<file path="src/rtl/bowling_pkg.sv">
// Shared constants and FSM encoding for the bowling roll sequencer.
// Ports: none (package only).
package bowling_pkg;

    localparam int MAX_PINS   = 10;
    localparam int NUM_FRAMES = 10;
    localparam int PIN_W      = 4;
    localparam int SCORE_W    = 11;

    typedef enum logic [2:0] {
        F_R1,
        F_R2,
        T_R1,
        T_R2,
        T_R3,
        DONE
    } state_t;

endpackage

</file>
<file path="src/rtl/bowling_roll_sequencer_if.sv">
// Bundle between the bowling front panel and the roll sequencer.
// master drives button/pointIn; slave returns roll events and game status.
interface bowling_roll_sequencer_if;
    import bowling_pkg::*;

    logic             button;
    logic [PIN_W-1:0] pointIn;
    logic             roll_valid;
    logic [PIN_W-1:0] roll_pins;
    logic [1:0]       roll_mult;
    logic [3:0]       frame;
    logic [1:0]       roll_idx;
    logic [PIN_W-1:0] pins_left;
    logic             strike;
    logic             spare;
    logic             bad_roll;
    logic             game_over;

    modport master (
        output button, pointIn,
        input  roll_valid, roll_pins, roll_mult, frame, roll_idx,
        input  pins_left, strike, spare, bad_roll, game_over
    );

    modport slave (
        input  button, pointIn,
        output roll_valid, roll_pins, roll_mult, frame, roll_idx,
        output pins_left, strike, spare, bad_roll, game_over
    );

endinterface

</file>
<file path="src/rtl/bowling_button_qual.sv">
// Roll button qualifier: 2-flop sync, rising-edge detect, lockout window.
// Ports: clk, reset (async high), button (raw), roll_evt (1-cycle pulse).
module bowling_button_qual #(
    parameter int DEBOUNCE_CYCLES = 16
) (
    input  logic clk,
    input  logic reset,
    input  logic button,
    output logic roll_evt
);
    import bowling_pkg::*;

    localparam int CW = $clog2(DEBOUNCE_CYCLES + 1);

    logic          sync1;
    logic          sync2;
    logic          sync3;
    logic [CW-1:0] lock;

    // Edge only counts once the previous lockout has fully expired.
    assign roll_evt = sync2 & ~sync3 & (lock == '0);

    always_ff @(posedge clk or posedge reset) begin
        if (reset) begin
            sync1 <= 1'b0;
            sync2 <= 1'b0;
            sync3 <= 1'b0;
            lock  <= '0;
        end else begin
            sync1 <= button;
            sync2 <= sync1;
            sync3 <= sync2;
            if (roll_evt)
                lock <= CW'(DEBOUNCE_CYCLES - 1);
            else if (lock != '0)
                lock <= lock - CW'(1);
        end
    end

endmodule

</file>
<file path="src/rtl/bowling_roll_sequencer.sv">
// Roll sequencer: qualifies rolls, tracks frame/roll, validates pins, tags mult.
// Ports: clk, reset (async high), bus (slave: button/pointIn in, roll status out).
module bowling_roll_sequencer #(
    parameter int DEBOUNCE_CYCLES = 16,
    parameter int MAX_PINS        = bowling_pkg::MAX_PINS,
    parameter int NUM_FRAMES      = bowling_pkg::NUM_FRAMES
) (
    input logic                     clk,
    input logic                     reset,
    bowling_roll_sequencer_if.slave bus
);
    import bowling_pkg::*;

    localparam logic [PIN_W-1:0] FULL_RACK = PIN_W'(MAX_PINS);
    localparam logic [3:0]       LAST_OPEN = 4'(NUM_FRAMES - 1);
    localparam logic [3:0]       TENTH     = 4'(NUM_FRAMES);

    logic             roll_evt;
    logic             evt_q;
    logic [PIN_W-1:0] pin_q;

    state_t           state, state_nx;
    logic [3:0]       frame_q, frame_nx;
    logic [PIN_W-1:0] pins_q, pins_nx;
    logic             rack_new, rack_new_nx;
    logic [1:0]       pend_next, pend_next_nx;
    logic [1:0]       pend_after, pend_after_nx;

    logic             accept;
    logic             reject;
    logic             clear;
    logic             strk;
    logic             spr;
    logic             in_bonus;

    logic             roll_valid_q;
    logic             bad_roll_q;
    logic             strike_q;
    logic             spare_q;
    logic [PIN_W-1:0] roll_pins_q;
    logic [1:0]       roll_mult_q;
    logic [1:0]       roll_idx_c;
    logic             game_over_c;

    bowling_button_qual #(
        .DEBOUNCE_CYCLES(DEBOUNCE_CYCLES)
    ) u_qual (
        .clk     (clk),
        .reset   (reset),
        .button  (bus.button),
        .roll_evt(roll_evt)
    );

    // pointIn is captured on the qualified edge; judged one cycle later.
    always_ff @(posedge clk or posedge reset) begin
        if (reset) begin
            evt_q <= 1'b0;
            pin_q <= '0;
        end else begin
            evt_q <= roll_evt;
            if (roll_evt)
                pin_q <= bus.pointIn;
        end
    end

    assign accept   = evt_q && (state != DONE) && (pin_q <= pins_q);
    assign reject   = evt_q && !accept;
    assign clear    = (pin_q == pins_q);
    // rack_new marks a full fresh rack, so clearing it is a strike.
    assign strk     = accept && rack_new && clear;
    assign spr      = accept && !rack_new && clear;
    assign in_bonus = (frame_q < TENTH);

    always_ff @(posedge clk or posedge reset) begin
        if (reset) begin
            state      <= F_R1;
            frame_q    <= 4'd1;
            pins_q     <= FULL_RACK;
            rack_new   <= 1'b1;
            pend_next  <= 2'd0;
            pend_after <= 2'd0;
        end else begin
            state      <= state_nx;
            frame_q    <= frame_nx;
            pins_q     <= pins_nx;
            rack_new   <= rack_new_nx;
            pend_next  <= pend_next_nx;
            pend_after <= pend_after_nx;
        end
    end

    always_comb begin
        state_nx      = state;
        frame_nx      = frame_q;
        pins_nx       = pins_q;
        rack_new_nx   = rack_new;
        pend_next_nx  = pend_next;
        pend_after_nx = pend_after;
        if (accept) begin
            pins_nx     = clear ? FULL_RACK : pins_q - pin_q;
            rack_new_nx = clear;
            if (in_bonus) begin
                pend_next_nx  = pend_after + {1'b0, strk} + {1'b0, spr};
                pend_after_nx = {1'b0, strk};
            end else begin
                pend_next_nx  = pend_after;
                pend_after_nx = 2'd0;
            end
            unique case (state)
                F_R1: begin
                    if (clear) begin
                        frame_nx = frame_q + 4'd1;
                        state_nx = (frame_q == LAST_OPEN) ? T_R1 : F_R1;
                    end else begin
                        state_nx = F_R2;
                    end
                end
                F_R2: begin
                    frame_nx    = frame_q + 4'd1;
                    pins_nx     = FULL_RACK;
                    rack_new_nx = 1'b1;
                    state_nx    = (frame_q == LAST_OPEN) ? T_R1 : F_R1;
                end
                T_R1: state_nx = T_R2;
                // A fill ball is earned by a first-ball strike or a spare.
                T_R2: state_nx = (rack_new || clear) ? T_R3 : DONE;
                T_R3: state_nx = DONE;
                default: state_nx = state;
            endcase
        end
    end

    always_comb begin
        roll_idx_c  = 2'd0;
        game_over_c = 1'b0;
        unique case (state)
            F_R1, T_R1: roll_idx_c = 2'd0;
            F_R2, T_R2: roll_idx_c = 2'd1;
            T_R3:       roll_idx_c = 2'd2;
            DONE:       game_over_c = 1'b1;
            default:    roll_idx_c = 2'd0;
        endcase
    end

    always_ff @(posedge clk or posedge reset) begin
        if (reset) begin
            roll_valid_q <= 1'b0;
            bad_roll_q   <= 1'b0;
            strike_q     <= 1'b0;
            spare_q      <= 1'b0;
            roll_pins_q  <= '0;
            roll_mult_q  <= 2'd1;
        end else begin
            roll_valid_q <= accept;
            bad_roll_q   <= reject;
            strike_q     <= strk;
            spare_q      <= spr;
            if (accept) begin
                roll_pins_q <= pin_q;
                roll_mult_q <= 2'd1 + pend_next;
            end
        end
    end

    assign bus.roll_valid = roll_valid_q;
    assign bus.roll_pins  = roll_pins_q;
    assign bus.roll_mult  = roll_mult_q;
    assign bus.frame      = frame_q;
    assign bus.roll_idx   = roll_idx_c;
    assign bus.pins_left  = pins_q;
    assign bus.strike     = strike_q;
    assign bus.spare      = spare_q;
    assign bus.bad_roll   = bad_roll_q;
    assign bus.game_over  = game_over_c;

endmodule
</file>
<file path="src/flat_wrapper.sv">
// flat-port wrapper written by rule: the top's interface ports become plain ports
module bowling_roll_sequencer_flat import bowling_pkg::*;
#(
    parameter int DEBOUNCE_CYCLES = 16,
    parameter int MAX_PINS        = bowling_pkg::MAX_PINS,
    parameter int NUM_FRAMES      = bowling_pkg::NUM_FRAMES
)
  (clk, reset, bus_button, bus_pointIn, bus_roll_valid, bus_roll_pins, bus_roll_mult, bus_frame, bus_roll_idx, bus_pins_left, bus_strike, bus_spare, bus_bad_roll, bus_game_over);
  bowling_roll_sequencer_if bus_i ();
  input logic clk;
  input logic reset;
  input wire logic [$bits(bus_i.button)-1:0] bus_button;
  input wire logic [$bits(bus_i.pointIn)-1:0] bus_pointIn;
  output wire logic [$bits(bus_i.roll_valid)-1:0] bus_roll_valid;
  output wire logic [$bits(bus_i.roll_pins)-1:0] bus_roll_pins;
  output wire logic [$bits(bus_i.roll_mult)-1:0] bus_roll_mult;
  output wire logic [$bits(bus_i.frame)-1:0] bus_frame;
  output wire logic [$bits(bus_i.roll_idx)-1:0] bus_roll_idx;
  output wire logic [$bits(bus_i.pins_left)-1:0] bus_pins_left;
  output wire logic [$bits(bus_i.strike)-1:0] bus_strike;
  output wire logic [$bits(bus_i.spare)-1:0] bus_spare;
  output wire logic [$bits(bus_i.bad_roll)-1:0] bus_bad_roll;
  output wire logic [$bits(bus_i.game_over)-1:0] bus_game_over;
  assign bus_i.button = bus_button;
  assign bus_i.pointIn = bus_pointIn;
  assign bus_roll_valid = bus_i.roll_valid;
  assign bus_roll_pins = bus_i.roll_pins;
  assign bus_roll_mult = bus_i.roll_mult;
  assign bus_frame = bus_i.frame;
  assign bus_roll_idx = bus_i.roll_idx;
  assign bus_pins_left = bus_i.pins_left;
  assign bus_strike = bus_i.strike;
  assign bus_spare = bus_i.spare;
  assign bus_bad_roll = bus_i.bad_roll;
  assign bus_game_over = bus_i.game_over;
  bowling_roll_sequencer #(.DEBOUNCE_CYCLES(DEBOUNCE_CYCLES), .MAX_PINS(MAX_PINS), .NUM_FRAMES(NUM_FRAMES)) u_core (.clk(clk), .reset(reset), .bus(bus_i));
endmodule
</file>
<file path="config.mk">
export PLATFORM = sky130hd
export DESIGN_NAME = bowling_roll_sequencer_flat
export DESIGN_NICKNAME = d
export VERILOG_FILES = /design/src/rtl/bowling_pkg.sv /design/src/rtl/bowling_roll_sequencer_if.sv /design/src/rtl/bowling_button_qual.sv /design/src/rtl/bowling_roll_sequencer.sv /design/src/flat_wrapper.sv
export SDC_FILE = /design/constraint.sdc
export NUM_CORES = 1
export LEC_CHECK = 0
export BUFFER_PORTS_ARGS = -buffer_cell sky130_fd_sc_hd__buf_2
export CAP_MARGIN = 30
export CORE_MARGIN = 2
export CORE_UTILIZATION = 55
export CTS_CLUSTER_SIZE = 12
export DETAILED_ROUTE_END_ITERATION = 8
export GPL_TIMING_DRIVEN = 0
export MAX_ROUTING_LAYER = met4
export PLACE_DENSITY = 0.77
export SLEW_MARGIN = 40
export SYNTH_ARGS = -nofsm -noshare
export SYNTH_HDL_FRONTEND = slang
export SYNTH_SLANG_ARGS = --single-unit
</file>
<file path="constraint.sdc">
create_clock -name clk -period 2.8 [get_ports clk]
set_clock_uncertainty 0.05 [all_clocks]
set_input_delay 0.56 -clock clk [delete_from_list [all_inputs] [get_ports clk]]
set_output_delay 0.56 -clock clk [all_outputs]
set_load 0.02 [all_outputs]
</file>
# Yosys cells after proc, flatten, opt, wreduce, memory -nomap -nowiden
# Cells that the tools add are included.
# op_classes
muxes,15
n_addsub,6
n_reduce_logical,19
bitwise,3
n_eq_ne,9
n_lt_le_gt_ge,2
# op_table
op,count
$pmux W3 S5,1
$mux W4,3
$mux W5,2
$reduce_bool A5 Y1,2
$pmux W4 S2,1
$logic_and A1 B1 Y1,7
$eq A3 B2 Y1 const B,2
$eq A3 B3 Y1 const B,2
$logic_not A5 Y1,1
$sub A5 B1 Y5 const B,1
$add A2 B1 Y2,2
$add A4 B1 Y4 const B,1
$eq A4 B4 Y1,1
$eq A4 B4 Y1 const B,1
$le A4 B4 Y1,1
$lt A4 B4 Y1 const B,1
$mux W1,4
$mux W2,2
$pmux W2 S2,1
$reduce_bool A2 Y1,2
$sub A4 B4 Y4,1
$eq A3 B1 Y1 const B,1
$logic_not A3 Y1,1
$mux W3,1
10 further kinds,12
# word_totals
register_bits,39
in_bits,7
word_cells,72

# Depth between registers and ports, before layout
# Gate-level depths: netlist (run 1).
# logic_depth
ltp_word,8
ltp_mapped,13

# By module
# A second synthesis (run 1) with hierarchy kept.
# unflattened
cells_unflattened,161
hier_area_um2,1873.0
# modules_own_cells
mod,cells_each,instances,area_each_um2
bowling_roll_sequencer,134,1,1550.2
bowling_button_qual,27,1,322.8

# Least setup slack after synthesis (run 1)
# Ideal clock, no wire load.
# synth_path
path_type,register -> register
start,reg u_core.pins_q[0] (netlist: u_core.bus.pins_left[0])
end,reg u_core.pend_next[0]
arrival_ns,2.527
n_path_buf,1
path_stages_with_launch,14
synth_period_minus_slack_ns,2.697
path_slack_ns,0.103
path_cell_list,dfrtp_1 -> inv_1 -> ha_1 -> inv_1 -> fa_1 -> nand3_1 -> a311o_1 -> buf_6 -> nor3_1 -> inv_1 -> fa_1 -> nand2_1 -> o21ai_0 -> o21ai_2
# synth_rtl
element,line,text
"start, declared",bowling_roll_sequencer.sv:24,"logic [PIN_W-1:0] pins_q, pins_nx;"
"start signal, assigned",bowling_roll_sequencer.sv:85,pins_q <= pins_nx;
$le A4 B4 Y1,bowling_roll_sequencer.sv:66,assign accept = evt_q && (state != DONE) && (pin_q <= pins_q);
$logic_and A1 B1 Y1,bowling_roll_sequencer.sv:66,
$logic_and A1 B1 Y1,bowling_roll_sequencer.sv:71,assign spr = accept && !rack_new && clear;
$logic_and A1 B1 Y1 (*),bowling_roll_sequencer.sv:71,
net u_core.spr,bowling_roll_sequencer.sv:33,logic spr;
$add A2 B1 Y2 (*),bowling_roll_sequencer.sv:103,"pend_next_nx = pend_after + {1'b0, strk} + {1'b0, spr};"
$mux W2 (*),bowling_roll_sequencer.sv:102,if (in_bonus) begin
"end signal, assigned",bowling_roll_sequencer.sv:87,pend_next <= pend_next_nx;
"end, declared",bowling_roll_sequencer.sv:26,"logic [1:0] pend_next, pend_next_nx;"
# Mark *: on every way through the listed nets, which the timed path passes. The rest lies on a longest branch.
# A chain may end at the register's enable or synchronous reset.

# Final worst setup path (run 1)
# Same ends and word-level chain as after synthesis.

==> flow_summary_export.csv, run 1 <==
group,metric,value,unit
setup_path,worst_r2r_endpoint,"u_core.pend_next[0]",
setup_path,timing.critical_path.max_delay_family,"adder cells",
floorplan,die-height,61.16,um
setup_path,worstSetupEndpointType,"flop",
cts,clk_pin_slew,0.11,ns
power_and_ir_drop,cellPowerDensity,937.4,nW/um2
synth,synthMostInstantiatedCell,"dfrtp_1",
cts,hold_buf_cts,0,
power_and_ir_drop,leakagePower,0.001053,uW
place,placed_area,1987,um2
setup_path,worstPathRequired,2.98,ns
synth,synth.yosys.warnings,0,
global_route,grt_pass1_vias,1359,
run_status,outcome,"finished, final reports clean",
setup_path,r2r_setup_slack,0.13,ns
setup_path,cp.depth,13,
setup_path,timing.critical_path.fanout_max,9,
cts,h-tree-depth,2,
setup_path,crit_chain,"inv_1 -> ha_1 -> inv_1 -> fa_2 -> nand3_2 -> a311o_1 -> buf_6 -> nor3_2 -> inv_1 -> fa_1 -> nand2_1 -> o21ai_2 -> o21ai_2",
cts,clock_tree_from_tritoncts,"yes",
routing,drt-total-wl,3446,um
finish,nNetsFinal,216,
sta,timing.slew.headroom,57.75,%
synth,yosys-top-cells-count,"dfrtp_1, inv_1, nand2_1",
setup_path,length_in_cells_of_the_worst_reg_to_reg_path,13,
routing,detail_route.drc_violations,0,
synth,synth_area_leader_cell,"dfrtp_1",
sta,period_utilization,95.50,%
routing,vias_per_cell,5.416,
routing,iteration_0_drc_count_of_the_detailed_router,43,
floorplan,initial_core_util,58.37,%
synth,synth_top_area_share,45.96,%
synth,postSynth.topFlopCell,"dfrtp_1",
synth,synth_area_leaders,"dfrtp_1, dfstp_2, ha_1",
setup_path,cpMostUsedCell,"inv_1",
synth,synth.avg_cell_area,11.02,um2
sta,setup_viol_count_final,0,
setup_path,worstPathArrival,2.86,ns
flow_run,drv_cap,0,
sta,count_of_endpoints_failing_hold_in_the_final_timing_report,0,
setup_path,setup.worst_path.class,"flop to flop",
global_route,global_route.overflow_total,0,
synth,yosys.cell_types.count,43,
place,portBuffers,27,
sta,unrepaired_setup_endpoints_after_global_routing,"false",
floorplan,pin_count,28,
min_path,min-delay-path-class,"input pin to asynchronous set/reset pin",
setup_path,timing.critical_path.from_type,"flop",
setup_path,cp-startpoint,"u_core.bus.pins_left[0]",
sta,holdWs,0.2152,ns
place,place.gp.congestion,0.9445,
cts,cts_buffers,5,
synth,synth_area,1797,um2
floorplan,row_count,20,
setup_path,timing.critical_path.buf_inv,4,
synth,ys_ff_latch,38,
cts,clkSinkCount,38,
routing,drt_pass1_iterations,4,
sta,worstMarginPinSlew,0.6329,ns
place,setup_ws_pre_cts,-0.005391,ns
cts,cts_buffer_depth,2,
routing,num_vias,1327,
sta,final_critical_path_setup_slack,0.1261,ns
floorplan,core_region_area,3078,um2
global_route,antenna_found_initial,0,
floorplan,die_w,61.16,um
setup_path,critPathSlowestCell,"fa_1",
finish,final_core_utilization,67.97,%
cts,clockRootBuffer,"clkbuf_4",
finish,area_delta_synth_final,16.43,%
global_route,grt_first_pass_wirelength,5768,um
place,hpwlAfterDp,2488,um
cts,clk_latency,0.34,ns
synth,synthesis.instances,163,
synth,synth_enable_flop_cells,0,
finish,drive_gt1_share,31.84,%
routing,detail_route.wl_per_cell,14.07,um
synth,yosysSeqAreaShare,53.27,%
synth,synth-async-reset-ratio,100.0,%
sta,timing.final.crit_period,2.674,ns
global_route,groute.usage.overall,21.93,%
power_and_ir_drop,peakVddDrop,0.0004451,V
sta,maxSlewViolCount,0,
floorplan,die_area,3740,um2
routing,final_antenna_net_count,0,
global_route,grt_max_degree,39,
finish,diodes,0,
sta,fin_tns_setup,0,ns
synth,synthesis.nets,179,
sta,max_freq,374.0,MHz
setup_path,max_stage_delay,0.53,ns
setup_path,reg2reg_from,"u_core.bus.pins_left[0]",
finish,final_std_cell_area_no_fill,2092,um2
repair_timing:
item | in CTS | in global routing
gates resized for setup | 1 | 5
pin swaps | 0 | 1
setup endpoints to repair | 1 | 2
setup buffers | 0 | 3
power by group:
group | switching (uW) | internal [uW] | leakage (uW) | total, uW
clock network | 175 | 122 | 0.0000353 | 297
registers | 108 | 703 | 0.000485 | 811
logic | 503 | 351 | 0.000533 | 854
flip-flops by register name (all words and copies together) (netlist names):
register               count
u_core.u_qual.lock         5
u_core.bus.frame           4
u_core.bus.pins_left       4
u_core.bus.roll_pins       4
u_core.pin_q               4
u_core.state               3
u_core.bus.roll_mult       2
u_core.pend_next           2
u_core.bus.bad_roll        1
u_core.bus.roll_valid      1
u_core.bus.spare           1
u_core.bus.strike          1
u_core.evt_q               1
u_core.pend_after          1
u_core.rack_new            1
u_core.u_qual.sync1        1
u_core.u_qual.sync2        1
u_core.u_qual.sync3        1
layer usage:
layer  up-vias  global-route usage, %  wire, um
met3         7                  5.252       164
met2        31                  33.59      1690
met4         0                  11.49        63
met5         -                      -         0
li1        638                      -         -
met1       651                  26.88      1528
worst reg2reg max path, stage by stage (launching register included):
cell     delay (ns)
dfrtp_1        0.37
inv_1          0.07
ha_1           0.21
inv_1          0.08
fa_2           0.22
nand3_2        0.10
a311o_1        0.35
buf_6          0.15
nor3_2         0.16
inv_1          0.09
fa_1           0.53
nand2_1        0.06
o21ai_2        0.08
o21ai_2        0.06
cell families after synthesis:
group,after synthesis,share of synthesized area (%)
and+or+nand+nor,46,13.16
muxes,6,3.899
xor gates and xnor gates,6,2.925
AOI/OAI and AO/OA,35,13.37
buffers and inverters,23,6.267
adders and majority gates,9,7.103
DFF,38,53.27
how the worst max path moves through the flow:
stage / slack (ns) / to
5_1_grt: 0.02 / u_core.pend_next[0]
4_1_cts: 0.05 / u_core.pend_next[0]
3_5_place_dp: -0.005 / u_core.pend_next[0]
2_1_floorplan: 0.10 / u_core.pend_next[0]
6_report: 0.13 / u_core.pend_next[0]
3_3_place_gp: 0.07 / u_core.pend_next[0]
stage by stage:
step | std cells | total power, uW
after floorplan | 163 | 1393
after global placement | 234 | 1552
after detailed placement | 234 | 1617
after CTS | 242 | 1917
after global routing | 245 | 2098
final | 245 | 1961
cells in the final DEF, fill, tap and decap left out, drive strengths merged, types with 2 or more instances in the layout:
cell type | netlist | final
inv | 18 | 17
nand2 | 17 | 17
nor3 | 5 | 5
nor2 | 3 | 3
xnor2 | 6 | 6
mux2 | 5 | 5
nand2b | 4 | 4
o21ai | 15 | 15
clkbuf | 1 | 8
dfstp | 5 | 5
a21oi | 6 | 6
o211ai | 3 | 3
or3 | 4 | 4
buf | 4 | 34
dfrtp | 33 | 33
ha | 7 | 7
fa | 2 | 2
and3 | 2 | 2
nand3 | 4 | 4
clkinv | 0 | 2
final cells by class:
cell class / count / area, um2
buffer: 5 / 45.04
clock buffer: 7 / 55.05
clock inverter: 1 / 5.005
fill: 259 / 985.9
inverter: 18 / 68.82
multi-input combinational: 102 / 748.2
sequential: 38 / 957.2
tap: 44 / 55.05
timing repair buffer: 30 / 157.7
No activity file was read; power rests on OpenSTA's default activity.
==> run 2, diff against run 1 <==
- CORE_ASPECT_RATIO: not set -> 2
- PLACE_DENSITY: 0.77 -> 0.78
==> run 2 against run 1 <==
  * Combinational power rose by 8.9%
  * Worst setup slack improved by 0.021 ns
  * Register-to-register slack improved by 0.02 ns
==> flow_summary_export.csv, run 2 (synthesis gave the netlist of run 1 again) <==
group,metric,value,unit
setup_path,cp.depth,11,
run_status,outcome,"finished, final reports clean",
power_and_ir_drop,power.combinational.fraction,43.4,%
setup_path,max_stage_delay,0.54,ns
routing,drt-total-wl,3840,um
setup_path,worstPathArrival,2.79,ns
finish,area_delta_synth_final,18.66,%
place,place.gp.congestion,0.8768,
sta,timing.final.crit_period,2.653,ns
routing,iteration_0_drc_count_of_the_detailed_router,17,
power_and_ir_drop,intPower,1285,uW
cts,clkSinkCount,38,
power_and_ir_drop,netSwitchingPower,856.7,uW
setup_path,length_in_cells_of_the_worst_reg_to_reg_path,11,
sta,max_freq,377.0,MHz
cts,cts_buffer_depth,2,
global_route,grt_pass1_vias,1445,
sta,setup_viol_count_final,0,
setup_path,critPathSlowestCell,"fa_1",
power_and_ir_drop,peakVddDrop,0.0006663,V
sta,period_utilization,94.74,%
floorplan,die_w,44.42,um
finish,nNetsFinal,215,
cts,clk_pin_slew,0.08,ns
finish,layout.cells.most_common_list,"dfrtp_1, buf_2, nand2_1",
setup_path,timing.critical_path.fanout_max,9,
min_path,min-delay-path-class,"input pin to asynchronous set/reset pin",
power_and_ir_drop,fin_total_pwr,2142,uW
floorplan,die_area,3768,um2
power_and_ir_drop,clock_power_share,18.4,%
flow_run,drv_cap,0,
floorplan,initial_core_util,56.92,%
finish,final.fill_count,261,
power_and_ir_drop,power.switching_fraction,40.00,%
finish,max_flop_register,"u_core.u_qual.lock",
floorplan,core_region_area,3157,um2
cts,clk_latency,0.30,ns
floorplan,pin_count,28,
power_and_ir_drop,cellPowerDensity,1005,nW/um2
routing,detail_route.wl_per_cell,16.62,um
global_route,grt_max_degree,39,
sta,worstMarginPinSlew,0.6376,ns
setup_path,setup.worst_path.class,"flop to flop",
finish,most_frequent_standard_cell_in_the_layout_excluding_fill_and_tap_cells,"dfrtp_1",
cts,h-tree-depth,2,
setup_path,reg2reg_from,"u_core.pin_q[2]",
global_route,grt_first_pass_wirelength,6637,um
sta,count_of_endpoints_failing_hold_in_the_final_timing_report,0,
routing,drt_pass1_iterations,5,
setup_path,timing.critical_path.max_delay_family,"adder cells",
power_and_ir_drop,p_seq_share,38.2,%
global_route,antenna_found_initial,0,
routing,vias_per_cell,5.675,
finish,final_core_utilization,67.54,%
setup_path,worst_r2r_endpoint,"u_core.pend_next[0]",
place,portBuffers,27,
finish,largest_register_ff_count,5,
routing,detail_route.drc_violations,0,
routing,final_antenna_net_count,0,
setup_path,crit_chain,"inv_1 -> ha_2 -> nand4_1 -> a311o_1 -> buf_6 -> nor3_4 -> inv_2 -> fa_1 -> nand2_1 -> o21ai_2 -> o21ai_2",
setup_path,worstPathRequired,2.94,ns
global_route,groute.usage.overall,24.70,%
cts,clock_tree_from_tritoncts,"yes",
finish,drive_gt1_share,33.50,%
routing,num_vias,1311,
sta,timing.slew.headroom,57.44,%
power_and_ir_drop,leakagePower,0.001061,uW
setup_path,worstSetupEndpointType,"flop",
cts,clockRootBuffer,"clkbuf_8",
setup_path,cpMostUsedCell,"o21ai_2",
floorplan,die-height,84.83,um
sta,fin_tns_setup,0,ns
floorplan,row_count,29,
finish,diodes,0,
place,hpwlAfterDp,2822,um
setup_path,r2r_setup_slack,0.15,ns
setup_path,timing.critical_path.from_type,"flop",
cts,cts_buffers,5,
sta,maxSlewViolCount,0,
setup_path,timing.critical_path.buf_inv,3,
global_route,global_route.overflow_total,0,
finish,ff_latch_area,957.2,um2
finish,multi_input_comb_area,777.0,um2
[run 2: cell type report]
type                       count  share of cell area (%)
clock inverter                 2                  0.5869
tap                           31                   1.819
clock buffer                   6                   3.873
inverter                      18                   3.228
timing repair buffer          29                   7.042
sequential                    38                   44.89
buffer                         5                   2.113
multi-input combinational    102                   36.44
[run 2: worst register-to-register path, cell delays in order, from the launching register on]
cell	delay, ns
dfrtp_1	0.37
inv_1	0.08
ha_2	0.42
nand4_1	0.16
a311o_1	0.36
buf_6	0.15
nor3_4	0.14
inv_2	0.06
fa_1	0.54
nand2_1	0.06
o21ai_2	0.08
o21ai_2	0.06
[run 2: how the worst max path moves through the flow]
stage	slack, ns	from	end
after floorplan	0.10	u_core.bus.pins_left[0]	u_core.pend_next[0]
after global placement	0.08	u_core.pin_q[2]	u_core.pend_next[0]
after detailed placement	-0.08	u_core.bus.pins_left[0]	u_core.pend_next[0]
after CTS	0.01	u_core.bus.pins_left[0]	u_core.pend_next[0]
after global routing	-0.02	u_core.pin_q[2]	u_core.pend_next[0]
final	0.15	u_core.pin_q[2]	u_core.pend_next[0]
[run 2: per-stage QoR]
| stage | std cells | area, um2 | worst slack [ns] | hold WS, ns |
|---|---|---|---|---|
| after floorplan | 163 | 1797 | 0.1026 | 0.2812 |
| after global placement | 221 | 1971 | 0.08438 | 0.2912 |
| after detailed placement | 221 | 1971 | -0.08146 | 0.2897 |
| after CTS | 230 | 2083 | 0.01071 | 0.3067 |
| after global routing | 231 | 2132 | -0.02394 | 0.3134 |
| final | 231 | 2132 | 0.1473 | 0.2685 |
[run 2: routing by layer]
layer | track usage [%] | up-vias | share of wire [%]
met5 | - | - | 0
met4 | 11.29 | 0 | 2.4
met3 | 4.894 | 9 | 2.7
met2 | 43.32 | 28 | 59
met1 | 25.07 | 646 | 36
li1 | - | 628 | -
[run 2: repair_timing]
item	CTS	global route
setup endpoints to repair	1	2
setup buffers	1	1
resized for setup	2	10
gates cloned	0	0
hold buffers	0	0
pin swaps	1	2
[run 2: power groups by stage]
stage	Combinational, uW	Sequential, uW	Clock (uW)
after floorplan	522	871	0
final	930	818	393
after global routing	1030	835	418
after detailed placement	809	823	0
after CTS	825	814	397
after global placement	750	807	0
==> run 3, diff against run 2 <==
- ABC_AREA: not set -> 1
- PLACE_DENSITY: 0.78 -> 0.77
- TNS_END_PERCENT: not set -> 50
==> run 3 against run 2 <==
  * Sequential cell count is the same
  * Fmax grew 8.9%
  * Wire length shrank 9.8%
  * Die area grew 5.8%
  * Global-route usage shrank 3.1 points
  * Synthesized area grew 6.2%
  * Critical path type unchanged
==> flow_summary_export.csv, run 3 <==
group,metric,value,unit
sta,count_of_endpoints_failing_hold_in_the_final_timing_report,0,
finish,most_frequent_standard_cell_in_the_layout_excluding_fill_and_tap_cells,"nand2_1",
routing,topRoutingLayerUsed,"met4",
cts,cts_buffers,5,
finish,max_flop_register,"u_core.u_qual.lock",
global_route,grt_max_degree,39,
finish,area_delta_synth_final,14.03,%
setup_path,timing.critical_path.fanout_max,9,
setup_path,length_in_cells_of_the_worst_reg_to_reg_path,12,
cts,cts.repair_timing.setup_buffer_count,0,
setup_path,cp-startpoint,"u_core.bus.pins_left[2]",
synth,yosys.cell_types.count,32,
floorplan,die-height,87.30,um
cts,cts_buffer_depth,2,
place,portBuffers,27,
routing,drt-total-wl,3464,um
power_and_ir_drop,cellPowerDensity,863.2,nW/um2
sta,timing.final.crit_period,2.436,ns
cts,clkSinkCount,38,
floorplan,core_region_area,3341,um2
cts,clk_pin_slew,0.07,ns
synth,synthesis.nets,229,
synth,synth.avg_cell_area,8.958,um2
finish,drive_gt1_share,25.40,%
power_and_ir_drop,fin_total_pwr,1878,uW
synth,synth_top_area_share,43.28,%
power_and_ir_drop,leakagePower,0.001240,uW
synth,synth_enable_flop_cells,0,
sta,maxSlewViolCount,0,
run_status,outcome,"finished, final reports clean",
sta,setup_viol_count_final,0,
routing,vias_per_cell,5.168,
synth,ys_ff_latch,38,
floorplan,die_w,45.65,um
global_route,grt_pass1_vias,1421,
finish,diodes,0,
synth,synth_area,1908,um2
synth,yosys-top-cells-count,"nand2_1, dfrtp_1, inv_1",
sta,period_utilization,87.01,%
cts,clockRootBuffer,"clkbuf_8",
sta,fin_tns_setup,0,ns
place,place.gp.congestion,0.8271,
power_and_ir_drop,peakVddDrop,0.0005009,V
cts,hold_buf_cts,0,
global_route,grt_first_pass_wirelength,6072,um
cts,clock_tree_from_tritoncts,"yes",
global_route,groute.usage.overall,21.60,%
cts,post_cts_resize_count,0,
sta,timing.slew.headroom,58.24,%
routing,num_vias,1447,
place,hpwlAfterDp,2561,um
cts,h-tree-depth,2,
finish,final_std_cell_area_no_fill,2176,um2
routing,drt-met1-wl,1348,um
synth,synth-async-reset-ratio,100.0,%
routing,detail_route.drc_violations,0,
setup_path,timing.critical_path.from_type,"flop",
finish,layout.cells.most_common_list,"nand2_1, dfrtp_1, buf_2",
setup_path,reg2reg_from,"u_core.bus.pins_left[2]",
setup_path,worstSetupEndpointType,"flop",
floorplan,pin_count,28,
finish,nNetsFinal,263,
setup_path,setup.worst_path.class,"flop to flop",
setup_path,worstPathRequired,2.93,ns
synth,synth_area_leader_cell,"dfrtp_1",
finish,ff_latch_area,957.2,um2
routing,detailroute.wirelength.met3,89,um
sta,worstMarginPinSlew,0.6256,ns
setup_path,worstPathArrival,2.56,ns
synth,postSynth.topFlopCell,"dfrtp_1",
routing,detail_route.wl_per_cell,12.37,um
synth,yosysSeqAreaShare,50.16,%
sta,unrepaired_setup_endpoints_after_global_routing,"false",
routing,iteration_0_drc_count_of_the_detailed_router,43,
synth,synthesis.instances,213,
floorplan,die_area,3985,um2
routing,drt_pass1_iterations,7,
place,post-place-cells,272,
finish,layoutNonFillerInstCount,280,
routing,met2WireLength,1917,um
place,placed_area,2083,um2
synth,synth.yosys.warnings,0,
floorplan,row_count,30,
routing,final_antenna_net_count,0,
global_route,antenna_found_initial,0,
finish,final.fill_count,292,
global_route,global_route.overflow_total,0,
synth,synth_area_leaders,"dfrtp_1, nand2_1, dfstp_2",
cts,clk_latency,0.29,ns
synth,synthMostInstantiatedCell,"nand2_1",
floorplan,initial_core_util,57.12,%
finish,largest_register_ff_count,5,
flow_run,drv_cap,0,
finish,multi_input_comb_area,789.5,um2
sta,max_freq,410.5,MHz
min_path,min-delay-path-class,"input pin to asynchronous set/reset pin",
run 3: changes by cell type in the layout (fill, tap and decap cells not counted), sizes merged, moves of 5 or more:
cell / delta
nand2: +46
mux2: -5
inv: +11
nor2: +17
nand3: +6
run 3: final cells by class:
cell class                      count  area share (%)
Buffer                              4           2.013
Clock buffer                        7           3.968
Clock inverter                      1          0.2300
Inverter                           30           5.463
Multi-Input combinational cell    141           36.29
Sequential cell                    38           43.99
Tap cell                           32           1.840
Timing Repair Buffer               27           6.210
run 3: kinds of logic after synthesis:
family	share of synthesized area [%]
buffers and inverters	8.459
and+or+nand+nor	23.15
xor gates and xnor gates	2.296
AOI/OAI and AO/OA	9.246
DFF	50.16
adders and majority gates	6.688
run 3: worst paths after layout:
check	end	slack, ns
max	u_core.pend_next[0]	0.36
min in group clk	u_core.u_qual.sync2	0.30
min reg2reg	u_core.u_qual.sync2	0.30
max in group asynchronous	u_core.bus.roll_pins[3]	2.03
max reg2reg	u_core.pend_next[0]	0.36
min	u_core.bus.bad_roll	0.27
run 3: report_power, final:
part           internal, uW  switching, uW
logic                   265            475
clock network           198            181
registers               687           72.2
run 3: worst max-delay path: stages, from the launching register on:
cell and delay, ns:
dfrtp_1 0.41, ha_1 0.36, nand2_1 0.09, inv_2 0.08, nand2_4 0.10, nand3_2 0.10, nand2_4 0.08, nor3_1 0.18
inv_1 0.09, fa_1 0.55, nand2_1 0.07, o211ai_2 0.10, nand2_1 0.07
run 3: metrics by stage:
stage	hold slack (ns)	util, %	worst slack (ns)
after CTS	0.3120	65.09	0.3401
final	0.2707	65.13	0.3638
after global routing	0.3156	65.13	0.1722
after floorplan	0.2812	-	0.4399
after global placement	0.2831	62.36	0.4083
after detailed placement	0.2957	62.36	0.3532
run 3: per-layer routing:
metal | global-route usage, % | vias up
met3 | 3.942 | 10
li1 | - | 733
met1 | 25.65 | 678
met2 | 33.29 | 26
met5 | - | -
met4 | 12.03 | 0
